===== config.mk =====
export PLATFORM = sky130hd
export DESIGN_NAME = vending_change_scheduler
export DESIGN_NICKNAME = d
export VERILOG_FILES = /design/src/rtl/vending_change_scheduler.sv
export SDC_FILE = /design/constraint.sdc
export NUM_CORES = 1
export LEC_CHECK = 0
export ABC_AREA = 1
export CAP_MARGIN = 20
export CORE_UTILIZATION = 30
export CTS_CLUSTER_SIZE = 28
export DETAILED_ROUTE_END_ITERATION = 10
export PLACE_DENSITY_LB_ADDON = 0.15
export REMOVE_ABC_BUFFERS = 1
export SLEW_MARGIN = 20
export SYNTH_ARGS = -nofsm -noshare
export SYNTH_HDL_FRONTEND = slang
export SYNTH_SLANG_ARGS = --single-unit

===== constraint.sdc =====
create_clock -name clk -period 2.2 [get_ports clk]
set_input_delay 0.44 -clock clk [delete_from_list [all_inputs] [get_ports clk]]
set_output_delay 0.44 -clock clk [all_outputs]
set_load 0.01 [all_outputs]

===== src/rtl/vending_change_scheduler.sv =====
// Change-return sequencer: greedy 1000/500/100 coins limited by inventory.
// Optional ejector stall timeout enabled by defining CHANGE_TIMEOUT_EN.
module vending_change_scheduler #(
    parameter int TOTAL_BITS     = 31,
    parameter int INV_BITS       = 8,
    parameter int INV_INIT       = 10,
    parameter int TIMEOUT_CYCLES = 15
) (
    input  logic                  clk,
    input  logic                  reset,
    input  logic                  i_req_valid,
    input  logic [TOTAL_BITS-1:0] i_req_amount,
    output logic                  o_req_ready,
    input  logic [2:0]            i_coin_refill,
    output logic [2:0]            o_return_coin,
    input  logic                  i_eject_ready,
    output logic                  o_busy,
    output logic                  o_done,
    output logic [TOTAL_BITS-1:0] o_shortfall,
    output logic                  o_timeout,
    output logic [INV_BITS-1:0]   o_inv_100,
    output logic [INV_BITS-1:0]   o_inv_500,
    output logic [INV_BITS-1:0]   o_inv_1000
);

    typedef enum logic [1:0] {
        S_IDLE,
        S_SELECT,
        S_EJECT,
        S_DONE
    } state_t;

    localparam logic [TOTAL_BITS-1:0] VAL_100  = TOTAL_BITS'(100);
    localparam logic [TOTAL_BITS-1:0] VAL_500  = TOTAL_BITS'(500);
    localparam logic [TOTAL_BITS-1:0] VAL_1000 = TOTAL_BITS'(1000);
    localparam logic [INV_BITS-1:0]   INV_RST  = INV_BITS'(INV_INIT);

    state_t                state;
    state_t                next_state;
    logic [TOTAL_BITS-1:0] remaining;
    logic [2:0]            pick;
    logic [TOTAL_BITS-1:0] coin_val;
    logic                  handshake;
    logic                  accept;
    logic                  timeout_hit;
    logic [2:0]            dec;

    assign accept    = (state == S_IDLE) && i_req_valid;
    assign handshake = (state == S_EJECT) && i_eject_ready;
    assign dec       = handshake ? o_return_coin : 3'b000;

    // Largest denomination that fits the remainder and is in stock
    always_comb begin
        pick = 3'b000;
        if (remaining >= VAL_1000 && o_inv_1000 != '0) begin
            pick = 3'b100;
        end else if (remaining >= VAL_500 && o_inv_500 != '0) begin
            pick = 3'b010;
        end else if (remaining >= VAL_100 && o_inv_100 != '0) begin
            pick = 3'b001;
        end
    end

    // Face value of the coin currently offered to the ejector
    always_comb begin
        coin_val = '0;
        unique case (1'b1)
            o_return_coin[2]: coin_val = VAL_1000;
            o_return_coin[1]: coin_val = VAL_500;
            o_return_coin[0]: coin_val = VAL_100;
            default:          coin_val = '0;
        endcase
    end

`ifdef CHANGE_TIMEOUT_EN
    localparam int CNT_BITS = $clog2(TIMEOUT_CYCLES + 1);

    logic [CNT_BITS-1:0] stall_cnt;
    logic                timeout_q;

    assign timeout_hit = (state == S_EJECT) && !i_eject_ready &&
                         (stall_cnt == CNT_BITS'(TIMEOUT_CYCLES - 1));
    assign o_timeout   = timeout_q;

    // Consecutive stalled EJECT cycles; cleared on handshake or exit
    always_ff @(posedge clk) begin
        if (reset) begin
            stall_cnt <= '0;
        end else if (state == S_EJECT && !i_eject_ready && !timeout_hit) begin
            stall_cnt <= stall_cnt + 1'b1;
        end else begin
            stall_cnt <= '0;
        end
    end

    // Timeout flag lives until the next request is accepted
    always_ff @(posedge clk) begin
        if (reset) begin
            timeout_q <= 1'b0;
        end else if (accept) begin
            timeout_q <= 1'b0;
        end else if (timeout_hit) begin
            timeout_q <= 1'b1;
        end
    end
`else
    assign timeout_hit = 1'b0;
    assign o_timeout   = 1'b0;
`endif

    // State register
    always_ff @(posedge clk) begin
        if (reset) begin
            state <= S_IDLE;
        end else begin
            state <= next_state;
        end
    end

    // Next-state logic
    always_comb begin
        next_state = state;
        unique case (state)
            S_IDLE:   if (i_req_valid) next_state = S_SELECT;
            S_SELECT: next_state = (pick != 3'b000) ? S_EJECT : S_DONE;
            S_EJECT: begin
                if (handshake) begin
                    next_state = S_SELECT;
                end else if (timeout_hit) begin
                    next_state = S_DONE;
                end
            end
            S_DONE:   next_state = S_IDLE;
            default:  next_state = S_IDLE;
        endcase
    end

    // State-decoded handshake and status outputs
    always_comb begin
        o_req_ready = (state == S_IDLE);
        o_busy      = (state != S_IDLE);
        o_done      = (state == S_DONE);
    end

    // Remainder, offered coin and shortfall datapath
    always_ff @(posedge clk) begin
        if (reset) begin
            remaining     <= '0;
            o_return_coin <= 3'b000;
            o_shortfall   <= '0;
        end else begin
            unique case (state)
                S_IDLE: begin
                    if (i_req_valid) begin
                        remaining   <= i_req_amount;
                        o_shortfall <= '0;
                    end
                end
                S_SELECT: begin
                    o_return_coin <= pick;
                    if (pick == 3'b000) begin
                        o_shortfall <= remaining;
                    end
                end
                S_EJECT: begin
                    if (handshake) begin
                        remaining     <= remaining - coin_val;
                        o_return_coin <= 3'b000;
                    end else if (timeout_hit) begin
                        o_return_coin <= 3'b000;
                        o_shortfall   <= remaining;
                    end
                end
                default: begin
                end
            endcase
        end
    end

    function automatic logic [INV_BITS-1:0] inv_step(
        input logic [INV_BITS-1:0] cur,
        input logic                inc,
        input logic                dc
    );
        if (inc && !dc) begin
            return (cur == '1) ? cur : cur + 1'b1;
        end else if (dc && !inc) begin
            return cur - 1'b1;
        end
        return cur;
    endfunction

    // Inventory: refill strobes add, dispensed coins subtract
    always_ff @(posedge clk) begin
        if (reset) begin
            o_inv_100  <= INV_RST;
            o_inv_500  <= INV_RST;
            o_inv_1000 <= INV_RST;
        end else begin
            o_inv_100  <= inv_step(o_inv_100,  i_coin_refill[0], dec[0]);
            o_inv_500  <= inv_step(o_inv_500,  i_coin_refill[1], dec[1]);
            o_inv_1000 <= inv_step(o_inv_1000, i_coin_refill[2], dec[2]);
        end
    end

endmodule

; Yosys cells after proc, flatten, opt, wreduce, memory -nomap -nowiden
; Index checks and enable logic that the tools add are counted.
[classes]
addsub = 7
magnitude_cmp = 3
n_eq_ne = 12
n_mux = 35
reduce_logical = 33
[op_table]
columns = cell, n
row1 = $mux W31, 4
row2 = $pmux W31 S2, 2
row3 = $mux W8, 9
row4 = $ge A31 B10 Y1 const B, 1
row5 = $ge A31 B7 Y1 const B, 1
row6 = $ge A31 B9 Y1 const B, 1
row7 = $sub A31 B31 Y31, 1
row8 = $pmux W10 S3, 1
row9 = $add A8 B1 Y8 const B, 3
row10 = $eq A8 B8 Y1 const B, 3
row11 = $reduce_bool A8 Y1, 3
row12 = $sub A8 B1 Y8 const B, 3
row13 = $ne A2 B2 Y1 const B, 6
row14 = $mux W1, 11
row15 = $logic_and A1 B1 Y1, 10
row16 = $reduce_and A2 Y1, 5
row17 = $mux W3, 3
row18 = $pmux W2 S4, 1
row19 = $reduce_bool A2 Y1, 4
row20 = $logic_not A1 Y1, 6
row21 = $mux W2, 3
row22 = $pmux W3 S2, 1
row23 = $reduce_and A3 Y1, 2
row24 = $eq A2 B2 Y1 const B, 2
row25 = 4 further kinds, 4
[totals]
reg_bits = 91
input_bits = 38
output_inout_bits = 62
word_cells = 97

; Longest topological paths before layout
; Gate-level depths: netlist of run 1.
[depth]
ltp_word = 8
ltp_mapped = 15
depth_no_buf = 15

; Worst setup path before layout of run 1
; Ideal clock, no wire load.
[synth_path]
kind = register to register
startpoint = register state[1]
endpoint = register o_inv_1000[7]
setup_time_ps = 70
t_arrival_ps = 2207
t_required_ps = 2130
slack_ps = -77
stages_incl_launch_ff = 16
path_buffers = 0
synth_period_minus_slack_ps = 2277
cell_sequence = dfxtp_1 inv_2 nor2_2 nand2_1 inv_2 nand2_1 nand2_1 ha_1 a21oi_1 nand2_1 nand2_1 o211ai_1 or2_2 nand3_1 o21ai_0 a21oi_1
[synth_via]
elab_chain_cells = 8
elab_cells_between_ends = 12
classes_between = eq/ne (2) / mux (5) / reduce/logical (5)
[synth_rtl]
columns = item, line
row1 = start: declaration, 38  ; state_t state;
row2 = start signal: assignment, 116  ; state <= next_state;
row3 = $eq A2 B2 Y1 *, 49  ; assign handshake = (state == S_EJECT) && i_eject_ready;
row4 = $logic_and A1 B1 Y1 *, 49
row5 = $mux W3 *, 50  ; assign dec = handshake ? o_return_coin : 3'b000;
row6 = $logic_and A1 B1 Y1 or $logic_not A1 Y1 (tied branches), "187, 185"
row7 = $mux W1 or $logic_and A1 B1 Y1 (tied branches), "187, 185"
row8 = $mux W1, 185  ; if (inc && !dc) begin
row9 = $mux W1, 195  ; if (reset) begin
row10 = $reduce_and A2 Y1 (no source line), --
row11 = end signal: assignment, 202  ; o_inv_1000 <= inv_step(o_inv_1000, i_coin_refill[2], dec[2]);
row12 = end: declaration, 23  ; output logic [INV_BITS-1:0] o_inv_1000
; Mark *: on every way between the ends. The rest lies on a longest branch, timed or not. The select of a mux whose other input is x is not followed.
; A chain may end at the register's enable or synchronous reset.

; Worst setup path in the final report of run 1
[layout_path]
startpoint = register o_return_coin[0]
endpoint = register remaining[15]
[layout_via]
elab_chain_cells = 4
[layout_rtl]
columns = item, line
row1 = start: declaration, 15  ; output logic [2:0] o_return_coin,
row2 = start signal: assignment, 160  ; o_return_coin <= pick;
row3 = $pmux W10 S3, 67  ; unique case (1'b1)
row4 = $sub A31 B31 Y31, 167  ; remaining <= remaining - coin_val;
row5 = $mux W31, 166  ; if (handshake) begin
row6 = $pmux W31 S2, 152  ; unique case (state)
row7 = end signal: assignment, 155  ; remaining <= i_req_amount;
row8 = end signal: assignment, 167
row9 = end: declaration, 40  ; logic [TOTAL_BITS-1:0] remaining;
; No other way between the ends. The select of a mux whose other input is x is not followed.

==> results of run 1 <==
==> stage by stage <==
step	power, mW	setup TNS [ps]	utilization, %
2_1_floorplan	3.55	-8230	-
5_1_grt	7.13	-388	44.6
4_1_cts	6.46	0	42.5
3_3_place_gp	4.64	-5200	40.4
3_5_place_dp	4.64	-5570	40.4
6_report	6.65	0	44.6
==> critical path, stage by stage (launching register included) <==
cell and delay [ps]:
sky130_fd_sc_hd__dfxtp_2 320, sky130_fd_sc_hd__or2_4 260, sky130_fd_sc_hd__nor2_4 150, sky130_fd_sc_hd__ha_4 230
sky130_fd_sc_hd__nand2_2 60, sky130_fd_sc_hd__nand2_2 80, sky130_fd_sc_hd__o21bai_1 160, sky130_fd_sc_hd__nand2_1 100
sky130_fd_sc_hd__nand4_1 110, sky130_fd_sc_hd__buf_6 150, sky130_fd_sc_hd__or2_4 220, sky130_fd_sc_hd__nand3_2 60
sky130_fd_sc_hd__nand3_2 70, sky130_fd_sc_hd__nand2_1 60, sky130_fd_sc_hd__inv_1 40
==> cell usage in the layout (no fill, tap or decap), types with 5 or more instances in the layout <==
master | netlist | layout
sky130_fd_sc_hd__a31oi_1 | 10 | 10
sky130_fd_sc_hd__ha_4 | 0 | 14
sky130_fd_sc_hd__o21ai_1 | 8 | 10
sky130_fd_sc_hd__nand4_1 | 14 | 14
sky130_fd_sc_hd__clkdlybuf4s50_1 | 0 | 97
sky130_fd_sc_hd__nand3_2 | 0 | 6
sky130_fd_sc_hd__o211ai_1 | 12 | 12
sky130_fd_sc_hd__xnor2_1 | 10 | 10
sky130_fd_sc_hd__dfxtp_2 | 0 | 5
sky130_fd_sc_hd__buf_4 | 1 | 78
sky130_fd_sc_hd__a21oi_2 | 0 | 11
sky130_fd_sc_hd__inv_2 | 7 | 9
sky130_fd_sc_hd__ha_1 | 26 | 12
sky130_fd_sc_hd__nand3_1 | 55 | 49
sky130_fd_sc_hd__inv_1 | 107 | 105
sky130_fd_sc_hd__nor2_2 | 7 | 11
sky130_fd_sc_hd__nor2_4 | 0 | 5
sky130_fd_sc_hd__clkbuf_16 | 0 | 9
sky130_fd_sc_hd__xor2_1 | 12 | 12
sky130_fd_sc_hd__nand2_1 | 223 | 204
sky130_fd_sc_hd__nor2_1 | 170 | 161
sky130_fd_sc_hd__dfxtp_1 | 91 | 86
sky130_fd_sc_hd__o21ai_0 | 42 | 40
sky130_fd_sc_hd__o21bai_1 | 7 | 7
sky130_fd_sc_hd__nand2_2 | 3 | 19
sky130_fd_sc_hd__a21oi_1 | 65 | 53
==> per-layer routing <==
| metal | global-route usage, % | vias to the layer above |
|---|---|---|
| li1 | - | 3310 |
| met3 | 2.83 | 14 |
| met1 | 25.1 | 2786 |
| met4 | 5.94 | 2 |
| met2 | 28.0 | 74 |
| met5 | 0 | - |
==> cell families (layout without fill, tap and decap cells) <==
logic type	after synthesis	in the layout	synth area share, %
buffers and inverters	148	315	10.1
and+or+nand+nor	490	490	34.4
xor gates and xnor gates	22	22	3.28
other	1	1	0.0638
adders and majority gates	30	30	6.90
AOI/OAI and AO/OA	151	151	14.2
DFF	91	91	31.0
==> worst max-delay path by stage <==
stage                         end  slack (ps)  cells past startpoint
CTS                 remaining[22]           2                     15
detailed placement   o_inv_500[7]        -460                     14
global placement    o_inv_1000[7]        -420                     15
floorplan           o_inv_1000[7]        -720                     15
finish              remaining[15]          20                     14
global route        remaining[15]        -110                     14
==> timing repair <==
action | CTS | global route
pin swaps | 3 | 25
setup buffers | 0 | 8
gates resized for setup | 15 | 77
setup endpoints to repair | 18 | 31
hold endpoints to repair | 0 | 0
==> flip-flops by register name, indices dropped and copies added, names as in the netlist <==
name / flops
o_return_coin: 3
state: 2
o_inv_500: 8
o_shortfall: 31
o_inv_1000: 8
o_inv_100: 8
remaining: 31
==> report_power, final <==
group / total (mW) / internal (mW) / switching (mW)
logic: 2.81 / 1.32 / 1.49
clock network: 1.75 / 1.05 / 0.696
registers: 2.09 / 1.86 / 0.231
total: 6.65 / 4.23 / 2.42
==> area by class of cell <==
cell class | instances | share of cell area, %
flip-flops and latches | 91 | 21.6
well taps | 260 | 3.85
clock buffers | 11 | 2.99
repair buffers | 184 | 20.0
inverters | 115 | 5.14
multi-input cells | 694 | 45.5
clock inverters | 5 | 0.888
==> synthesized netlist by cell type (all sizes together) <==
master	number	area, sq um
nor4	2	12.5
inv	114	428
xor2	12	105
fa	4	80.1
clkinv	1	3.75
or2	8	50.1
conb	1	3.75
a31oi	10	62.6
xnor2	10	87.6
and2	1	6.26
nand3b	2	15.0
nor3	3	15.0
o21a	2	15.0
o211ai	12	90.1
buf	13	86.3
a211oi	3	22.5
nand3	55	275
a21oi	65	325
o21bai	7	52.6
o21ai	52	268
clkbuf	20	75.1
nand4	15	100
ha	26	325
nand2	227	867
nor2	177	682
dfxtp	91	1820
==> summary.md, run 1 <==
| Metric | Value |
|---|---|
| Diode count | `0` |
| Synthesized cell area | `5880 sq um` |
| Number of search-and-repair iterations in the first detailed-routing pass | `5` |
| Hold Crit Depth | `2` |
| Die area | `20100 sq um` |
| Synth cell types | `36` |
| Critical register-to-register path startpoint | `o_return_coin[0]` |
| Kind of critical path | `reg2reg` |
| Row count | `50` |
| Endpoint of the lowest-slack register-to-register path | `remaining[15]` |
| Seq cells post-synth | `91` |
| CP arrival | `2440 ps` |
| Sequential standard cell area | `1830 sq um` |
| Final cycle utilization of the critical path | `99.0%` |
| Post-DP HPWL | `12.7 mm` |
| Worst-skew pair later-pin latency | `360 ps` |
| Violation count after the first detailed-route iteration | `255` |
| Placed insts | `1336` |
| Worst R2R Path Depth | `14` |
| Multi-input logic area | `3840 sq um` |
| Clock transition time at the flip-flop clock pins of the worst setup and hold paths | `70 ps` |
| Mean area per synthesized cell | `6.30 sq um` |
| Launch point of the worst hold path | `remaining[0]` |
| Via density per instance | `4.55` |
| Endpoint of the worst hold-timing path | `remaining[0]` |
| Number of buffer cells added on primary ports | `98` |
| GR Util All Layers | `18.0%` |
| Initial standard-cell utilization of the core | `31.0%` |
| Filler cell count | `2018` |
| Worst clock skew on the final layout | `5.69 ps` |
| Wire length on met2 | `7.92 mm` |
| Post-detailed-placement cell area | `7660 sq um` |
| Maximum count of clock buffers along a single path | `2` |
| Post-Syn Instances | `933` |
| Number of vias after detailed routing | `6186` |
| Max-cap check violation count | `0` |
| Post-synthesis sequential area ratio | `31.0%` |
| Antenna Nets Post-Route | `0` |
| Residual DRC | `0` |
| Maximum clock frequency | `459 MHz` |
| Kind of launch point of the worst setup path | `flop` |
| Area growth from synthesis to layout | `43.9%` |
| Worst Hold Slack | `454 ps` |
| Status | `finished clean` |
| WP data required | `2460 ps` |
| Clock Root Buffer | `sky130_fd_sc_hd__clkbuf_16` |
| Cell leakage power | `3.75 nW` |
| Number of ports placed on the die boundary | `100` |
| Cts-stage hold buffer count | `0` |
| Unrepaired setup endpoints after global routing | `yes` |
| Worst Hold Class | `reg2reg` |
| Via count of the first global-routing pass | `5589` |
| IR Drop Worst-Case VDD | `0.386 mV` |
| Cell area after layout | `8450 sq um` |
| Initial antenna violation count | `1` |
| CTS tree | `built` |
| Critical Path Fanout Max | `4` |
| RD Place Congestion | `0.835` |
| First-pass GRT wire length | `28.4 mm` |
| Worst-case setup margin in the final layout | `21.3 ps` |
| Final Setup Violations | `0` |
| Category of the worst setup path capture point | `flop` |
| Met3 layer wire length in the routed design | `534 um` |
| Synthesis warning total | `0` |
| Average detailed-routed wire length per instance | `13.0 um` |
| Power per Cell Area | `787 nW/um^2` |
| Largest net degree at the start of global routing | `63` |
| # H-tree levels | `3` |
| Final critical-path required period | `2180 ps` |
| Wirelength, routed | `17.7 mm` |
| R2R Setup Slk | `20 ps` |
| Die width | `142 um` |
| Number of clock sinks seen by CTS | `91` |
| Final nets | `1163` |
| Core region area | `19000 sq um` |
| Wl on met1 | `9.04 mm` |
| Number of standard cells in the final layout excluding fillers | `1360` |
| CTS Buf Count | `9` |
| Critical path origin | `o_return_coin[0]` |
| Vert. Die Dim | `142 um` |
| Grt ovf | `0` |
| Pre-CTS setup slack | `-463 ps` |
| DR top layer | `met5` |
| Share of post-route cells with drive strength above 1 | `18.1%` |
| Slew Limit Fails | `0` |
| Final-report hold violation count | `0` |
No activity file was read; power rests on OpenSTA's default activity.
==> run 2, diff against run 1 <==
--- a/config.mk
+++ b/config.mk
@@ -10,6 +10,7 @@
 export CORE_UTILIZATION = 30
 export CTS_CLUSTER_SIZE = 28
 export DETAILED_ROUTE_END_ITERATION = 10
+export GPL_TIMING_DRIVEN = 0
 export PLACE_DENSITY_LB_ADDON = 0.15
 export REMOVE_ABC_BUFFERS = 1
 export SLEW_MARGIN = 20
==> run 2 against run 1 <==
  * The run now ends with negative setup slack left
  * Sequential power about the same
  * Count of clock-buffer cells in the layout up 3
  * Non-clock buffer count shrank 54
  * Clock power down 9%
  * Largest power group unchanged
  * Sequential cell count is the same
  * Setup slack lost 34 ps
  * Via count down 1.6%
  * Power fell by 4.4%
  * Critical path type unchanged
  * Sequential share of layout area increased by 1.1 points
  * Design area fell by 4.0%
  * Routed wire length rose by 2.2%
  * First-iteration DRC count increased by 7.5%
==> summary.md, run 2 (synthesis results as in run 1) <==
| Metric | Value |
|---|---|
| Via count of the first global-routing pass | `5470` |
| IR Drop Worst-Case VDD | `0.406 mV` |
| Worst R2R Path Depth | `14` |
| Worst-case setup margin in the final layout | `-12.9 ps` |
| Final Setup Violations | `3` |
| Initial standard-cell utilization of the core | `31.0%` |
| Violations in the final reports | `negative setup slack` |
| Kind of critical path | `reg2reg` |
| RD Place Congestion | `0.847` |
| Cell class contributing the biggest share of worst-path delay | `simple AND/OR/NAND/NOR gates` |
| Critical Path Fanout Max | `4` |
| Most common cell after layout, fill and taps aside | `sky130_fd_sc_hd__nand2_1` |
| Maximum count of clock buffers along a single path | `2` |
| Status | `finished, violations left` |
| Most used routing layer in global routing | `met2` |
| Net switching component of the power | `2.43 mW` |
| CP arrival | `2410 ps` |
| Antenna Nets Post-Route | `0` |
| Via density per instance | `4.65` |
| Number of standard cells in the final layout excluding fillers | `1307` |
| Switching fraction of total power | `38.2%` |
| Endpoint of the worst hold-timing path | `remaining[0]` |
| Critical path's slowest cell | `sky130_fd_sc_hd__dfxtp_4` |
| Multi-input logic area | `3950 sq um` |
| Die width | `142 um` |
| Power per Cell Area | `783 nW/um^2` |
| Commonest cells after routing, fill and taps aside | `sky130_fd_sc_hd__nand2_1 (198), sky130_fd_sc_hd__nor2_1 (159), sky130_fd_sc_hd__inv_1 (105)` |
| Crit path buffers/inverters | `1` |
| First-pass GRT wire length | `27.8 mm` |
| Worst clock skew on the final layout | `8.53 ps` |
| Kind of launch point of the worst setup path | `flop` |
| Maximum clock frequency | `452 MHz` |
| Worst Hold Class | `reg2reg` |
| Number of buffer cells added on primary ports | `98` |
| Vert. Die Dim | `142 um` |
| Wirelength, routed | `18.1 mm` |
| Number of vias after detailed routing | `6084` |
| Final cycle utilization of the critical path | `101%` |
| Pre-CTS setup slack | `-1120 ps` |
| Grt ovf | `0` |
| Cell leakage power | `3.51 nW` |
| Sum Neg Setup Slack | `-31.9 ps` |
| Clock transition time at the flip-flop clock pins of the worst setup and hold paths | `70 ps` |
| Placed insts | `1258` |
| CTS tree | `built` |
| Post-DP HPWL | `11.6 mm` |
| Filler cell count | `1997` |
| Final critical-path required period | `2210 ps` |
| Worst slew margin relative to its limit | `28.7%` |
| Core region area | `19000 sq um` |
| Category of the worst setup path capture point | `flop` |
| Residual DRC | `0` |
| Slew Limit Fails | `0` |
| Delay of the slowest cell on the worst path | `360 ps` |
| R2R Setup Slk | `-10 ps` |
| Internal Pwr Total | `3.93 mW` |
| CTS Buf Count | `9` |
| WP data required | `2400 ps` |
| Clock Root Buffer | `sky130_fd_sc_hd__clkbuf_16` |
| Met3 Track Usage GR | `3.13%` |
| Diode count | `0` |
| Largest registers | `o_shortfall x31, remaining x31` |
| Final nets | `1111` |
| Sequential standard cell area | `1840 sq um` |
| Comb pwr share | `41.9%` |
| Largest net degree at the start of global routing | `80` |
| Slew of the pin with the lowest slew margin | `1070 ps` |
| Unrepaired setup endpoints after global routing | `yes` |
| Hold Crit Depth | `2` |
| Cells along the critical path | `or2_4, nor2_4, ha_4, nand2_2, nand2_2, a21oi_2, nor2_1, nor2_2, buf_4, nand3_4, nand2_1, nand2_1, o21bai_1, a21oi_1` |
| Number of ports placed on the die boundary | `100` |
| Launch point of the worst hold path | `remaining[0]` |
| Number of search-and-repair iterations in the first detailed-routing pass | `7` |
| Final standard cell utilization of the core | `42.8%` |
| Die area | `20100 sq um` |
| Initial antenna violation count | `1` |
| # H-tree levels | `3` |
| Critical register-to-register path startpoint | `o_return_coin[1]` |
| Average detailed-routed wire length per instance | `13.9 um` |
| Row count | `50` |
| Area growth from synthesis to layout | `38.1%` |
| Violation count after the first detailed-route iteration | `274` |
| Global-route track usage on met1 | `23.4%` |
| Share of post-route cells with drive strength above 1 | `15.1%` |
| Final-report hold violation count | `0` |
| Part of the total power dissipated in sequential elements | `32.9%` |
| Number of clock sinks seen by CTS | `91` |
| Endpoint of the lowest-slack register-to-register path | `remaining[29]` |
| Met2 layer usage reported by global route | `28.3%` |
| Max-cap check violation count | `0` |
| GR Util All Layers | `17.5%` |
| Worst-skew pair later-pin latency | `350 ps` |
| Part of the power in the clock network | `25.2%` |
## run 2: how the worst max path moves through the flow
stage	startpoint	end	slack (ps)	cells after the start
floorplan	state[1]	o_inv_1000[7]	-720	15
global placement	reset	remaining[13]	-2210	4
detailed placement	state[1]	o_inv_500[7]	-1120	15
CTS	o_return_coin[1]	remaining[30]	3	13
global route	state[1]	o_inv_500[6]	-140	15
finish	o_return_coin[1]	remaining[29]	-10	14
## run 2: cell type report
| class | instances | share of cell area (%) |
|---|---|---|
| inverters | 115 | 5.69 |
| clock buffers | 14 | 3.62 |
| multi-input cells | 696 | 48.6 |
| clock inverters | 1 | 0.0617 |
| repair buffers | 130 | 15.3 |
| flip-flops and latches | 91 | 22.7 |
| well taps | 260 | 4.01 |
## run 2: layer usage
layer,up-vias,part of all wire (%)
li1,3209,-
met1,2766,49
met4,2,1.5
met3,18,3.5
met2,89,45
met5,-,0.077
## run 2: worst register-to-register path: stages, from the launching register on
cell and delay [ps]:
sky130_fd_sc_hd__dfxtp_4 360, sky130_fd_sc_hd__or2_4 260, sky130_fd_sc_hd__nor2_4 140, sky130_fd_sc_hd__ha_4 240, sky130_fd_sc_hd__nand2_2 70, sky130_fd_sc_hd__nand2_2 80, sky130_fd_sc_hd__a21oi_2 150, sky130_fd_sc_hd__nor2_1 70
sky130_fd_sc_hd__nor2_2 170, sky130_fd_sc_hd__buf_4 150, sky130_fd_sc_hd__nand3_4 70, sky130_fd_sc_hd__nand2_1 70, sky130_fd_sc_hd__nand2_1 50, sky130_fd_sc_hd__o21bai_1 120, sky130_fd_sc_hd__a21oi_1 70
## run 2: per-stage QoR
step	hold WS (ps)	area, sq um	total power [mW]
2_1_floorplan	432	5710	3.55
3_3_place_gp	443	7020	4.33
3_5_place_dp	444	7030	4.33
4_1_cts	454	7760	6.16
5_1_grt	475	8120	6.79
6_report	455	8120	6.36
## run 2: power groups by stage
| stage | registers (mW) | clock network, mW | logic (mW) |
|---|---|---|---|
| final | 2.09 | 1.60 | 2.66 |
| after global routing | 2.13 | 1.70 | 2.97 |
| after CTS | 2.09 | 1.64 | 2.42 |
| after detailed placement | 2.11 | 0 | 2.22 |
| after global placement | 2.11 | 0 | 2.22 |
| after floorplan | 2.13 | 0 | 1.43 |
## run 2: timing repair
item                                    4_1_cts  5_1_grt
buffers inserted                             16       16
gates cloned                                  1        1
hold buffers                                  0        0
resized for setup                            66       65
endpoints found under the setup margin       88       61
pin swaps                                    17       51
==> run 3, diff against run 2 <==
--- a/config.mk
+++ b/config.mk
@@ -10,8 +10,7 @@
 export CORE_UTILIZATION = 30
 export CTS_CLUSTER_SIZE = 28
 export DETAILED_ROUTE_END_ITERATION = 10
-export GPL_TIMING_DRIVEN = 0
-export PLACE_DENSITY_LB_ADDON = 0.15
+export PLACE_DENSITY = 0.58
 export REMOVE_ABC_BUFFERS = 1
 export SLEW_MARGIN = 20
 export SYNTH_ARGS = -nofsm -noshare
==> run 3 against run 2 <==
  * Via count increased by 3.3%
  * Setup slack improved by 76 ps
  * The run now ends clean
  * First-iteration DRC count increased by 11%
  * Hold slack got worse by 7.8 ps
  * Critical path type unchanged
  * Routed wire length decreased by 4.0%
==> summary.md, run 3 (synthesis results as in run 1) <==
| Metric | Value |
|---|---|
| Clock transition time at the flip-flop clock pins of the worst setup and hold paths | `60 ps` |
| Initial standard-cell utilization of the core | `31.0%` |
| Maximum count of clock buffers along a single path | `2` |
| Cell area after layout | `8400 sq um` |
| Kind of critical path | `reg2reg` |
| RD Place Congestion | `0.899` |
| Final critical-path required period | `2140 ps` |
| Largest net degree at the start of global routing | `39` |
| Die width | `142 um` |
| Wirelength, routed | `17.4 mm` |
| Number of ports placed on the die boundary | `100` |
| Hold Crit Depth | `2` |
| Worst Hold Class | `reg2reg` |
| Endpoint of the worst hold-timing path | `remaining[0]` |
| Critical register-to-register path startpoint | `o_return_coin[0]` |
| Via count of the first global-routing pass | `5926` |
| Final cycle utilization of the critical path | `97.1%` |
| Row count | `50` |
| Via density per instance | `4.61` |
| Average detailed-routed wire length per instance | `12.8 um` |
| Die area | `20100 sq um` |
| Filler cell count | `1959` |
| Status | `finished clean` |
| Post-DP HPWL | `12.8 mm` |
| Worst-skew pair later-pin latency | `350 ps` |
| Maximum clock frequency | `468 MHz` |
| Kind of launch point of the worst setup path | `flop` |
| Critical Path Fanout Max | `4` |
| Crit path buffers/inverters | `2` |
| Share of post-route cells with drive strength above 1 | `17.8%` |
| Number of clock sinks seen by CTS | `91` |
| Unrepaired setup endpoints after global routing | `yes` |
| Cells along the critical path | `or2_4, nor2_4, ha_4, nand2_2, nand2_2, o21bai_1, nand2_1, nand4_1, buf_6, or2_4, nand3_1, nand3_1, nand2_1, inv_1` |
| Vert. Die Dim | `142 um` |
| Power per Cell Area | `753 nW/um^2` |
| CP arrival | `2390 ps` |
| Largest registers | `o_shortfall x31, remaining x31` |
| Most common cell after layout, fill and taps aside | `sky130_fd_sc_hd__nand2_1` |
| Cell leakage power | `3.76 nW` |
| Max-cap check violation count | `0` |
| Category of the worst setup path capture point | `flop` |
| Initial antenna violation count | `0` |
| Residual DRC | `0` |
| GR Util All Layers | `17.7%` |
| Post-detailed-placement cell area | `7700 sq um` |
| Commonest cells after routing, fill and taps aside | `sky130_fd_sc_hd__nand2_1 (204), sky130_fd_sc_hd__nor2_1 (161), sky130_fd_sc_hd__inv_1 (106)` |
| Sum Neg Setup Slack | `0 ps` |
| Number of search-and-repair iterations in the first detailed-routing pass | `5` |
| WP data required | `2460 ps` |
| Cell class contributing the biggest share of worst-path delay | `simple AND/OR/NAND/NOR gates` |
| # H-tree levels | `3` |
| Clock Root Buffer | `sky130_fd_sc_hd__clkbuf_16` |
| CTS tree | `built` |
| Grt ovf | `0` |
| Diode count | `0` |
| Number of buffer cells added on primary ports | `98` |
| Number of vias after detailed routing | `6284` |
| Slew Limit Fails | `0` |
| First-pass GRT wire length | `28.3 mm` |
| Worst clock skew on the final layout | `6.54 ps` |
| Launch point of the worst hold path | `remaining[0]` |
| CTS Buf Count | `9` |
| Worst R2R Path Depth | `14` |
| R2R Setup Slk | `60 ps` |
| Final Setup Violations | `0` |
| Final standard cell utilization of the core | `44.3%` |
| Final nets | `1169` |
| Endpoint of the lowest-slack register-to-register path | `remaining[15]` |
| Critical path's slowest cell | `sky130_fd_sc_hd__dfxtp_2` |
| Delay of the slowest cell on the worst path | `320 ps` |
| Core region area | `19000 sq um` |
| Final-report hold violation count | `0` |
| Area growth from synthesis to layout | `42.9%` |
| IR Drop Worst-Case VDD | `0.399 mV` |
| Antenna Nets Post-Route | `0` |
| Violation count after the first detailed-route iteration | `304` |
## run 3: changes by cell type in the layout (fill, tap and decap cells not counted), moves of 3 or more
cell	delta
sky130_fd_sc_hd__o21ai_1	-5
sky130_fd_sc_hd__dfxtp_2	+3
sky130_fd_sc_hd__nand3_2	-3
sky130_fd_sc_hd__nand3_1	+4
sky130_fd_sc_hd__buf_4	+56
sky130_fd_sc_hd__nand2_4	-5
sky130_fd_sc_hd__dfxtp_4	-5
sky130_fd_sc_hd__nand2_1	+6
sky130_fd_sc_hd__buf_12	+4
sky130_fd_sc_hd__clkbuf_8	-3
sky130_fd_sc_hd__o21ai_0	+5
## run 3: worst reg2reg max path, delay by kind of cell, from the launching register on
kind                     cells  cell delay, ps
adder cells (fa/ha/maj)      1             230
flip-flops                   1             320
AO/OA/AOI/OAI                1             150
buffers and inverters        2             190
AND/OR/NAND/NOR             10            1170
## run 3: per-stage QoR
| step | power (mW) | hold WS (ps) | instances | setup WS (ps) |
|---|---|---|---|---|
| 6_report | 6.33 | 447 | 1362 | 63.0 |
| 5_1_grt | 6.82 | 470 | 1362 | -55.5 |
| 4_1_cts | 6.18 | 451 | 1356 | -3.71 |
| 3_5_place_dp | 4.64 | 442 | 1342 | -461 |
| 3_3_place_gp | 4.62 | 439 | 1342 | -418 |
| 2_1_floorplan | 3.55 | 432 | 900 | -721 |
## run 3: final cells by class
cell class / instances / area [sq um] / area share, %
Clock buffer: 12 / 256 / 3.05
Timing Repair Buffer: 190 / 1750 / 20.8
Sequential cell: 91 / 1830 / 21.7
Multi-Input combinational cell: 694 / 3810 / 45.4
Inverter: 115 / 434 / 5.17
Tap cell: 260 / 325 / 3.87
## run 3: where the power goes
part | total, mW | switching, mW | internal, mW
registers | 2.09 | 0.224 | 1.86
logic | 2.80 | 1.48 | 1.32
clock network | 1.44 | 0.641 | 0.804
total | 6.33 | 2.34 | 3.98
## run 3: layer usage
metal  part of all wire (%)  global-route usage [%]  vias to the layer above
li1                       -                       -                     3317
met1                     48                    23.1                     2828
met2                     46                    29.2                      121
met3                    3.8                    2.73                       18
met4                    2.1                    7.30                        0
met5                      0                       0                        -
## run 3: repair_timing
action,CTS,global route
gates cloned,0,0
resized for setup,23,65
pin swaps,5,28
hold buffers,0,0
setup endpoints to repair,20,32
buffers inserted,2,6
## run 3: worst max path at each step
stage	start	endpoint	slack, ps	depth (start not counted)
2_1_floorplan	state[1]	o_inv_1000[7]	-720	15
3_3_place_gp	i_eject_ready	o_inv_500[7]	-420	13
3_5_place_dp	i_eject_ready	o_inv_500[7]	-460	14
4_1_cts	i_eject_ready	o_inv_1000[5]	-4	15
5_1_grt	o_return_coin[0]	remaining[15]	-60	14
6_report	o_return_coin[0]	remaining[15]	60	14
